### src/rtl/fft_sequencer.sv
// fft_sequencer: frame controller wrapped around a streaming FFT core.
// It latches the transform size and direction, writes the core setup,
// counts the load and unload beats, and reports completion or rejection.
// Optional build macro FFT_SEQ_TIMEOUT_EN adds a no-progress watchdog.
// The watchdog covers LOAD, WAIT and UNLOAD. Without the macro the block
// waits indefinitely for the core.
//
// state   | meaning
// --------+------------------------------------------------------------
// IDLE    | waiting for i_Go; checks the requested size
// SETUP   | one-cycle write of size/direction into the core
// LOAD    | core pulls N input samples (i_FftRfd beats)
// WAIT    | core transforming; waits for i_FftDone
// UNLOAD  | core pushes N output samples (i_FftDv beats)
// DONE    | one-cycle completion pulse

module fft_sequencer #(
    parameter int MIN_LOG2       = 3,
    parameter int MAX_LOG2       = 10,
    parameter int TIMEOUT_CYCLES = 65535
) (
    input  logic                i_Clock,
    input  logic                i_Reset,
    input  logic                i_Go,
    input  logic [4:0]          i_Log2N,
    input  logic                i_Inverse,
    output logic                o_Busy,
    output logic                o_Done,
    output logic                o_Error,
    output logic [4:0]          o_FftNfft,
    output logic                o_FftFwdInv,
    output logic                o_FftSetupWe,
    output logic                o_FftStart,
    output logic                o_FftUnload,
    input  logic                i_FftRfd,
    input  logic                i_FftDv,
    input  logic                i_FftDone,
    input  logic [MAX_LOG2-1:0] i_FftXnIndex,
    input  logic [MAX_LOG2-1:0] i_FftXkIndex,
    output logic [MAX_LOG2-1:0] o_InAddr,
    output logic                o_OutWe,
    output logic [MAX_LOG2-1:0] o_OutAddr
);

    localparam logic [2:0] st_idle   = 3'd0;
    localparam logic [2:0] st_setup  = 3'd1;
    localparam logic [2:0] st_load   = 3'd2;
    localparam logic [2:0] st_wait   = 3'd3;
    localparam logic [2:0] st_unload = 3'd4;
    localparam logic [2:0] st_done   = 3'd5;

    // One extra bit so the count can reach N = 2**MAX_LOG2 without wrapping.
    localparam int              beat_w     = MAX_LOG2 + 1;
    localparam logic [beat_w-1:0] beat_one = 1;
    localparam logic [4:0]      min_log2_c = 5'(MIN_LOG2);
    localparam logic [4:0]      max_log2_c = 5'(MAX_LOG2);

    logic [2:0]        state;
    logic [beat_w-1:0] beat_cnt;
    logic [beat_w-1:0] beat_last;
    logic [4:0]        nfft;
    logic              fwd_inv;
    logic              err_pulse;
    logic              was_setup;
    logic              size_ok;
    logic              load_beat;
    logic              unload_beat;
    logic              core_done;
    logic              timeout_hit;
    logic              run;

    assign run         = !i_Reset;
    assign size_ok     = (i_Log2N >= min_log2_c) && (i_Log2N <= max_log2_c);
    assign beat_last   = (beat_one << nfft) - beat_one;
    assign load_beat   = (state == st_load)   && i_FftRfd;
    assign unload_beat = (state == st_unload) && i_FftDv;
    assign core_done   = (state == st_wait)   && i_FftDone;

`ifdef FFT_SEQ_TIMEOUT_EN
    localparam int to_w = $clog2(TIMEOUT_CYCLES + 1);
    localparam logic [to_w-1:0] to_last = to_w'(TIMEOUT_CYCLES - 1);

    logic [to_w-1:0] to_cnt;
    logic            active;
    logic            progress;

    assign active      = (state == st_load) || (state == st_wait) || (state == st_unload);
    assign progress    = load_beat || unload_beat || core_done;
    assign timeout_hit = active && !progress && (to_cnt == to_last);

    // No-progress counter; any beat, core done or leaving the active states clears it.
    always_ff @(posedge i_Clock) begin
        if (i_Reset) begin
            to_cnt <= '0;
        end else if (!active || progress || timeout_hit) begin
            to_cnt <= '0;
        end else begin
            to_cnt <= to_cnt + 1'b1;
        end
    end
`else
    assign timeout_hit = 1'b0;
`endif

    // Frame state machine, beat counter and latched configuration.
    always_ff @(posedge i_Clock) begin
        if (i_Reset) begin
            state     <= st_idle;
            beat_cnt  <= '0;
            nfft      <= '0;
            fwd_inv   <= 1'b0;
            err_pulse <= 1'b0;
            was_setup <= 1'b0;
        end else begin
            err_pulse <= 1'b0;
            was_setup <= (state == st_setup);
            case (state)
                st_idle: begin
                    if (i_Go) begin
                        if (size_ok) begin
                            nfft    <= i_Log2N;
                            fwd_inv <= i_Inverse;
                            state   <= st_setup;
                        end else begin
                            err_pulse <= 1'b1;
                        end
                    end
                end
                st_setup: begin
                    beat_cnt <= '0;
                    state    <= st_load;
                end
                st_load: begin
                    if (load_beat) begin
                        beat_cnt <= beat_cnt + 1'b1;
                        if (beat_cnt == beat_last) begin
                            state <= st_wait;
                        end
                    end
                end
                st_wait: begin
                    if (core_done) begin
                        beat_cnt <= '0;
                        state    <= st_unload;
                    end
                end
                st_unload: begin
                    if (unload_beat) begin
                        beat_cnt <= beat_cnt + 1'b1;
                        if (beat_cnt == beat_last) begin
                            state <= st_done;
                        end
                    end
                end
                st_done: begin
                    state <= st_idle;
                end
                default: begin
                    state <= st_idle;
                end
            endcase
            if (timeout_hit) begin
                err_pulse <= 1'b1;
                state     <= st_idle;
            end
        end
    end

    // Outputs are forced low while reset is asserted, including the pass-throughs.
    always_comb begin
        o_Busy       = run && (state != st_idle);
        o_Done       = run && (state == st_done);
        o_Error      = run && err_pulse;
        o_FftNfft    = run ? nfft : 5'd0;
        o_FftFwdInv  = run && fwd_inv;
        o_FftSetupWe = run && (state == st_setup);
        o_FftStart   = run && (state == st_load) && was_setup;
        o_FftUnload  = run && core_done;
        o_InAddr     = run ? i_FftXnIndex : '0;
        o_OutWe      = run && unload_beat;
        o_OutAddr    = (run && (state == st_unload)) ? i_FftXkIndex : '0;
    end

endmodule

### config.mk
export PLATFORM = sky130hd
export DESIGN_NAME = fft_sequencer
export DESIGN_NICKNAME = d
export VERILOG_FILES = /design/src/rtl/fft_sequencer.sv
export SDC_FILE = /design/constraint.sdc
export NUM_CORES = 1
export LEC_CHECK = 0
export BUFFER_PORTS_ARGS = -buffer_cell sky130_fd_sc_hd__buf_4
export CELL_PAD_IN_SITES_DETAIL_PLACEMENT = 0
export CELL_PAD_IN_SITES_GLOBAL_PLACEMENT = 1
export CORE_MARGIN = 1
export CORE_UTILIZATION = 34
export CTS_CLUSTER_DIAMETER = 200
export CTS_CLUSTER_SIZE = 14
export DETAILED_ROUTE_END_ITERATION = 10
export GPL_TIMING_DRIVEN = 0
export PLACE_DENSITY_LB_ADDON = 0.1
export SYNTH_ARGS = -nofsm -noshare
export SYNTH_HDL_FRONTEND = slang
export SYNTH_SLANG_ARGS = --single-unit
### constraint.sdc
create_clock -name i_Clock -period 2.65 [get_ports i_Clock]
set_clock_uncertainty 0.05 [all_clocks]
set_input_delay 0 -clock i_Clock [delete_from_list [all_inputs] [get_ports i_Clock]]
set_output_delay 0 -clock i_Clock [all_outputs]
set_load 0.01 [all_outputs]
== Word-level counts from Yosys, hierarchy flattened ==
Index checks and enable logic that the tools add are counted.

* Add/subtract/negate cells: 2
* Multiply operators: 0
* Divide/modulo/power cells: 0
* $lt $le $gt $ge: 2
* Equal/unequal tests: 13
* Shift operators: 1
* Mux-type cells: 16
* Bitwise logic cells: 2
* Reductions and logical operators: 22

{| class="wikitable"
|+ Operators by type and width
! cell !! count
|-
| 11-bit one-hot mux with 4 select lines || 1
|-
| 11-bit 2-to-1 mux || 3
|-
| 3-bit 2-to-1 mux || 7
|-
| 10-bit 2-to-1 mux || 2
|-
| 3-bit one-hot mux with 5 select lines || 1
|-
| 1-bit logical AND || 14
|-
| 2-bit != test, second input constant || 7
|-
| 11-bit by 1-bit adder with 11-bit output, second input constant || 1
|-
| 11-bit equality test || 1
|-
| 1-bit by 5-bit left shift with 11-bit output, first input constant || 1
|-
| 11-bit by 1-bit subtractor with 11-bit output, second input constant || 1
|-
| 7-bit AND reduction || 1
|-
| 3-bit by 2-bit equality test with 1-bit output, second input constant || 2
|-
| 3-bit equality test, second input constant || 2
|-
| 5-bit by 2-bit greater-or-equal comparator with 1-bit output, second input constant || 1
|-
| 5-bit by 4-bit less-or-equal comparator with 1-bit output, second input constant || 1
|-
| 5-bit 2-to-1 mux || 1
|-
| 4-bit AND reduction || 1
|-
| 4-bit nonzero test || 1
|-
| 3-bit by 1-bit equality test with 1-bit output, second input constant || 1
|-
| 3-bit zero test || 1
|-
| 3-bit AND reduction || 1
|-
| 3-bit nonzero test || 1
|-
| 3-bit OR reduction || 1
|-
| other kinds (3) || 4
|}

* Bits in registers: 22
* Bits in latches: 0
* Bits in writable memories: 0
* ROM bits: 0
* Input bits: 32
* Output and inout port bits: 33
* Word-level logic and storage cells: 64
* Memories: 0

== Logic depth before layout (Yosys ltp) ==
* Word-level depth: 6
* Depth in mapped cells: 13
* Mapped depth without buffers: 11

== Worst setup path before layout ==
No wires, ideal clock.

* Path type: reg-to-reg
* From: reg nfft[3]
* To: reg state[0]
* Library setup time: 0.116 ns
* Data arrival time: 2.142 ns
* Data required time: 2.484 ns
* Slack: 0.343 ns
* Stages on the path, launching flop included: 13
* Buffers on the path: 2
* Period minus slack after synthesis: 2.307 ns
* Path through: dfxtp_1 buf_2 nor2_1 nand2_1 or3_1 ha_1 clkbuf_2 nor3_1 nor4b_1 a21oi_1 xnor2_1 o21ai_0 and3_1

* Cells in the longest elaborated chain, start to end: 5
* Elaborated cells on any way between the ends: 6
* Classes of those cells: 1 x add/sub; 3 x eq/ne; 1 x shift; 1 x reduce/logical

{| class="wikitable"
|+ RTL lines
! item !! RTL line !! source
|-
| start, declared || 61 || <nowiki>logic [4:0] nfft;</nowiki>
|-
| start signal, assigned || 121 || <nowiki>nfft <= i_Log2N;</nowiki>
|-
| 1-bit by 5-bit left shift with 11-bit output (*) || 74 || <nowiki>assign beat_last = (beat_one << nfft) - beat_one;</nowiki>
|-
| 11-bit by 1-bit subtractor with 11-bit output (*) || 74 ||
|-
| 11-bit equality test (*) || 136, 150 ||
|-
| 2-bit != test (no source line) || - ||
|-
| 7-bit AND reduction (no source line) (*) || - ||
|-
| end signal, assigned || 137 || <nowiki>state <= st_wait;</nowiki>
|-
| end signal, assigned || 151 || <nowiki>state <= st_done;</nowiki>
|-
| end signal, assigned || 156 || <nowiki>state <= st_idle;</nowiki>
|-
| end, declared || 58 || <nowiki>logic [2:0] state;</nowiki>
|}

Mark *: on every way between the ends. The rest lies on a longest branch, timed or not.
A chain may end at the register's enable or synchronous reset.

== Worst setup path in the final report ==
* From: reg nfft[1]
* To: reg state[0]

The elaborated chain is that of the path after synthesis.

==> qor.yml <==
placeableCoreArea_sq_mm: 0.004692
die_h_microns: 71.78
grt_max_degree: 14
ys_ff_latch: 22
synth-edff-count: 0
mostFrequentLayoutCells: "buf_4, dfxtp_1, nor2b_1, nor2_1, a21oi_1"
post-place-ws_ps: 20.81
ir_drop_uv: 280.6
setup_viol: 0
ys.warnings.count: 0
clk-insertion-delay-late_ps: 260
rsz0062_at_grt: "false"
n_antenna_cell: 0
cts_root_buffer: "clkbuf_8"
worstPathArrival_ps: 2590
power.density_mw_per_mm2: 502.0
grt_pass1_vias: 1580
synth_fp_nets: 251
initial_core_util_pct: 35.28
die-area_sq_mm: 0.005152
cts.sinks: 22
cts_max_path_buffers: 2
drive_gt1_share_pct: 30.58
overflow: 0
placedCellCount: 335
layout_commonest_cell: "buf_4"
firstDrtPassIters: 4
synthesis.area_sq_mm: 0.001655
fin_nets: 326
async_flop_share_pct: 0
vias_per_cell: 4.959
critPathKind: "reg -> reg"
gp_congestion: 0.7591
synth_flop_cell: "dfxtp_1"
cp-end-kind: "flip-flop"
drt_iter0_drc: 73
finalHoldViolCount: 0
io_pins: 65
synthCells: 217
layout.cells.non_filler: 345
wl_mm: 4.465
p_leak_uw: 0.001068
rows: 25
postRouteAntennaNets: 0
post-cts-setup-buffer-count: 0
critical_path_peak_fanout: 10
die_x_microns: 71.78
wl_per_cell_microns: 12.94
period_needed_ps: 2429
grt_pass1_wl_mm: 7.562
drv_cap: 0
drv_slew: 0
antenna_found_initial: 0
relSlewSlack_pct: 52.93
clk_pin_slew_ps: 80
drc_errors: 0
fmax_ghz: 0.4117
min_path_type: "in -> reg"
worstMarginPinSlew_ps: 700.6
htree_levels: 1
vias: 1711
status: "finished clean"
grt_usage_pct: 18.12
syn2layout_area_growth_pct: 43.08
required_ps: 2810
start_kind: "flip-flop"
synth_area_per_cell_sq_um: 7.628
cts_buffers: 3
period_share_pct: 91.65
dp_hpwl_mm: 3.391
layout_setup_ws_ps: 221.2
ys_seq_area_share_pct: 26.61
synth_cell_types: 44
cts_tree: "done"
buffer_ports.inserted: 64
setup_tns_ps: 0
-- report_power, final --
part / switching, uW / internal [uW] / leakage (uW)
Sequential: 25.5 / 358 / 0.000178
Combinational: 259 / 232 / 0.000855
Clock: 112 / 202 / 0.0000357
Total: 397 / 792 / 0.00107
-- worst max-delay path, stage by stage (launching register included) --
cell      delay (ps)
dfxtp_1          300
buf_2            170
clkbuf_1         240
or3_1            410
ha_2             270
xor2_2           170
mux2i_1          130
nor3_1           140
a21oi_1           70
o41ai_1          220
and3_1           200
-- path summary, 6_finish.rpt --
check	start	endpoint	slack, ps	cells after the start
worst max-delay path	nfft[1]	state[0]	220	10
worst min-delay path	i_Reset	beat_cnt[5]	20	3
worst max register to register	nfft[1]	state[0]	220	10
worst min register to register	fwd_inv	fwd_inv	440	2
-- state kept, by name, summed over array words and instances (netlist names) --
name,cells
state,3
was_setup,1
nfft,5
err_pulse,1
beat_cnt,11
fwd_inv,1
-- per-layer routing --
metal,wire length [microns],vias to the layer above,track usage [%]
met2,2108,35,30.71
met1,2169,773,24.79
met5,0,-,0
met4,2,0,1.961
li1,-,901,-
met3,185,2,3.235
-- per-stage QoR --
| stage | total power (uW) | util (%) | hold WS (ps) | area, sq um |
|---|---|---|---|---|
| 5_1_grt | 1269 | 50.48 | 31.96 | 2369 |
| 2_1_floorplan | 719.9 | - | 44.63 | 1655 |
| 3_3_place_gp | 863.5 | 46.96 | 188.5 | 2203 |
| 6_report | 1189 | 50.48 | 17.44 | 2369 |
| 3_5_place_dp | 862.9 | 46.96 | 198.4 | 2203 |
| 4_1_cts | 1191 | 49.97 | 11.74 | 2345 |
-- layout make-up --
class / count / area [sq um]
buffer: 16 / 85.08
clock buffer: 3 / 41.29
clock inverter: 1 / 30.03
fill: 494 / 2323
inverter: 6 / 22.52
multi-input combinational: 172 / 1131
sequential: 22 / 440.4
tap: 54 / 67.56
timing repair buffer: 71 / 550.5
-- logic make-up after synthesis --
group	after synthesis	synth area share, %
AO/OA/AOI/OAI	40	15.27
XOR/XNOR	13	6.878
adder cells (fa/ha/maj)	2	1.511
buffers and inverters	23	6.802
flip-flops	22	26.61
multiplexers	11	6.727
AND/OR/NAND/NOR	106	36.21
-- synthesized netlist by cell type (2+ instances only) --
| master | count | area (sq um) |
|---|---|---|
| dfxtp_1 | 22 | 440.4 |
| nor2_1 | 21 | 78.83 |
| nor2b_1 | 20 | 125.1 |
| a21oi_1 | 14 | 70.07 |
| and2_1 | 11 | 68.82 |
| nand2_1 | 11 | 41.29 |
| o21ai_0 | 11 | 55.05 |
| mux2i_1 | 10 | 100.1 |
| nor3_1 | 9 | 45.04 |
| buf_2 | 8 | 40.04 |
| xor2_1 | 8 | 70.07 |
| inv_1 | 6 | 22.52 |
| clkbuf_1 | 5 | 18.77 |
| nor4_1 | 5 | 31.28 |
| or3_1 | 5 | 31.28 |
| xnor2_1 | 5 | 43.79 |
| and3_1 | 4 | 25.02 |
| nand3_1 | 4 | 20.02 |
| nand4_1 | 4 | 25.02 |
| nand2b_1 | 3 | 18.77 |
| nand3b_1 | 3 | 22.52 |
| a211oi_1 | 2 | 15.01 |
| buf_6 | 2 | 22.52 |
| ha_1 | 2 | 25.02 |
| nor4b_1 | 2 | 17.52 |
| o21bai_1 | 2 | 15.01 |
-- what timing repair did --
item	4_1_cts	5_1_grt
setup endpoints to repair	0	1
resized for setup	0	7
hold endpoints to repair	6	0
hold buffers	7	0
Note: power is estimated with default switching activity, not from simulation.
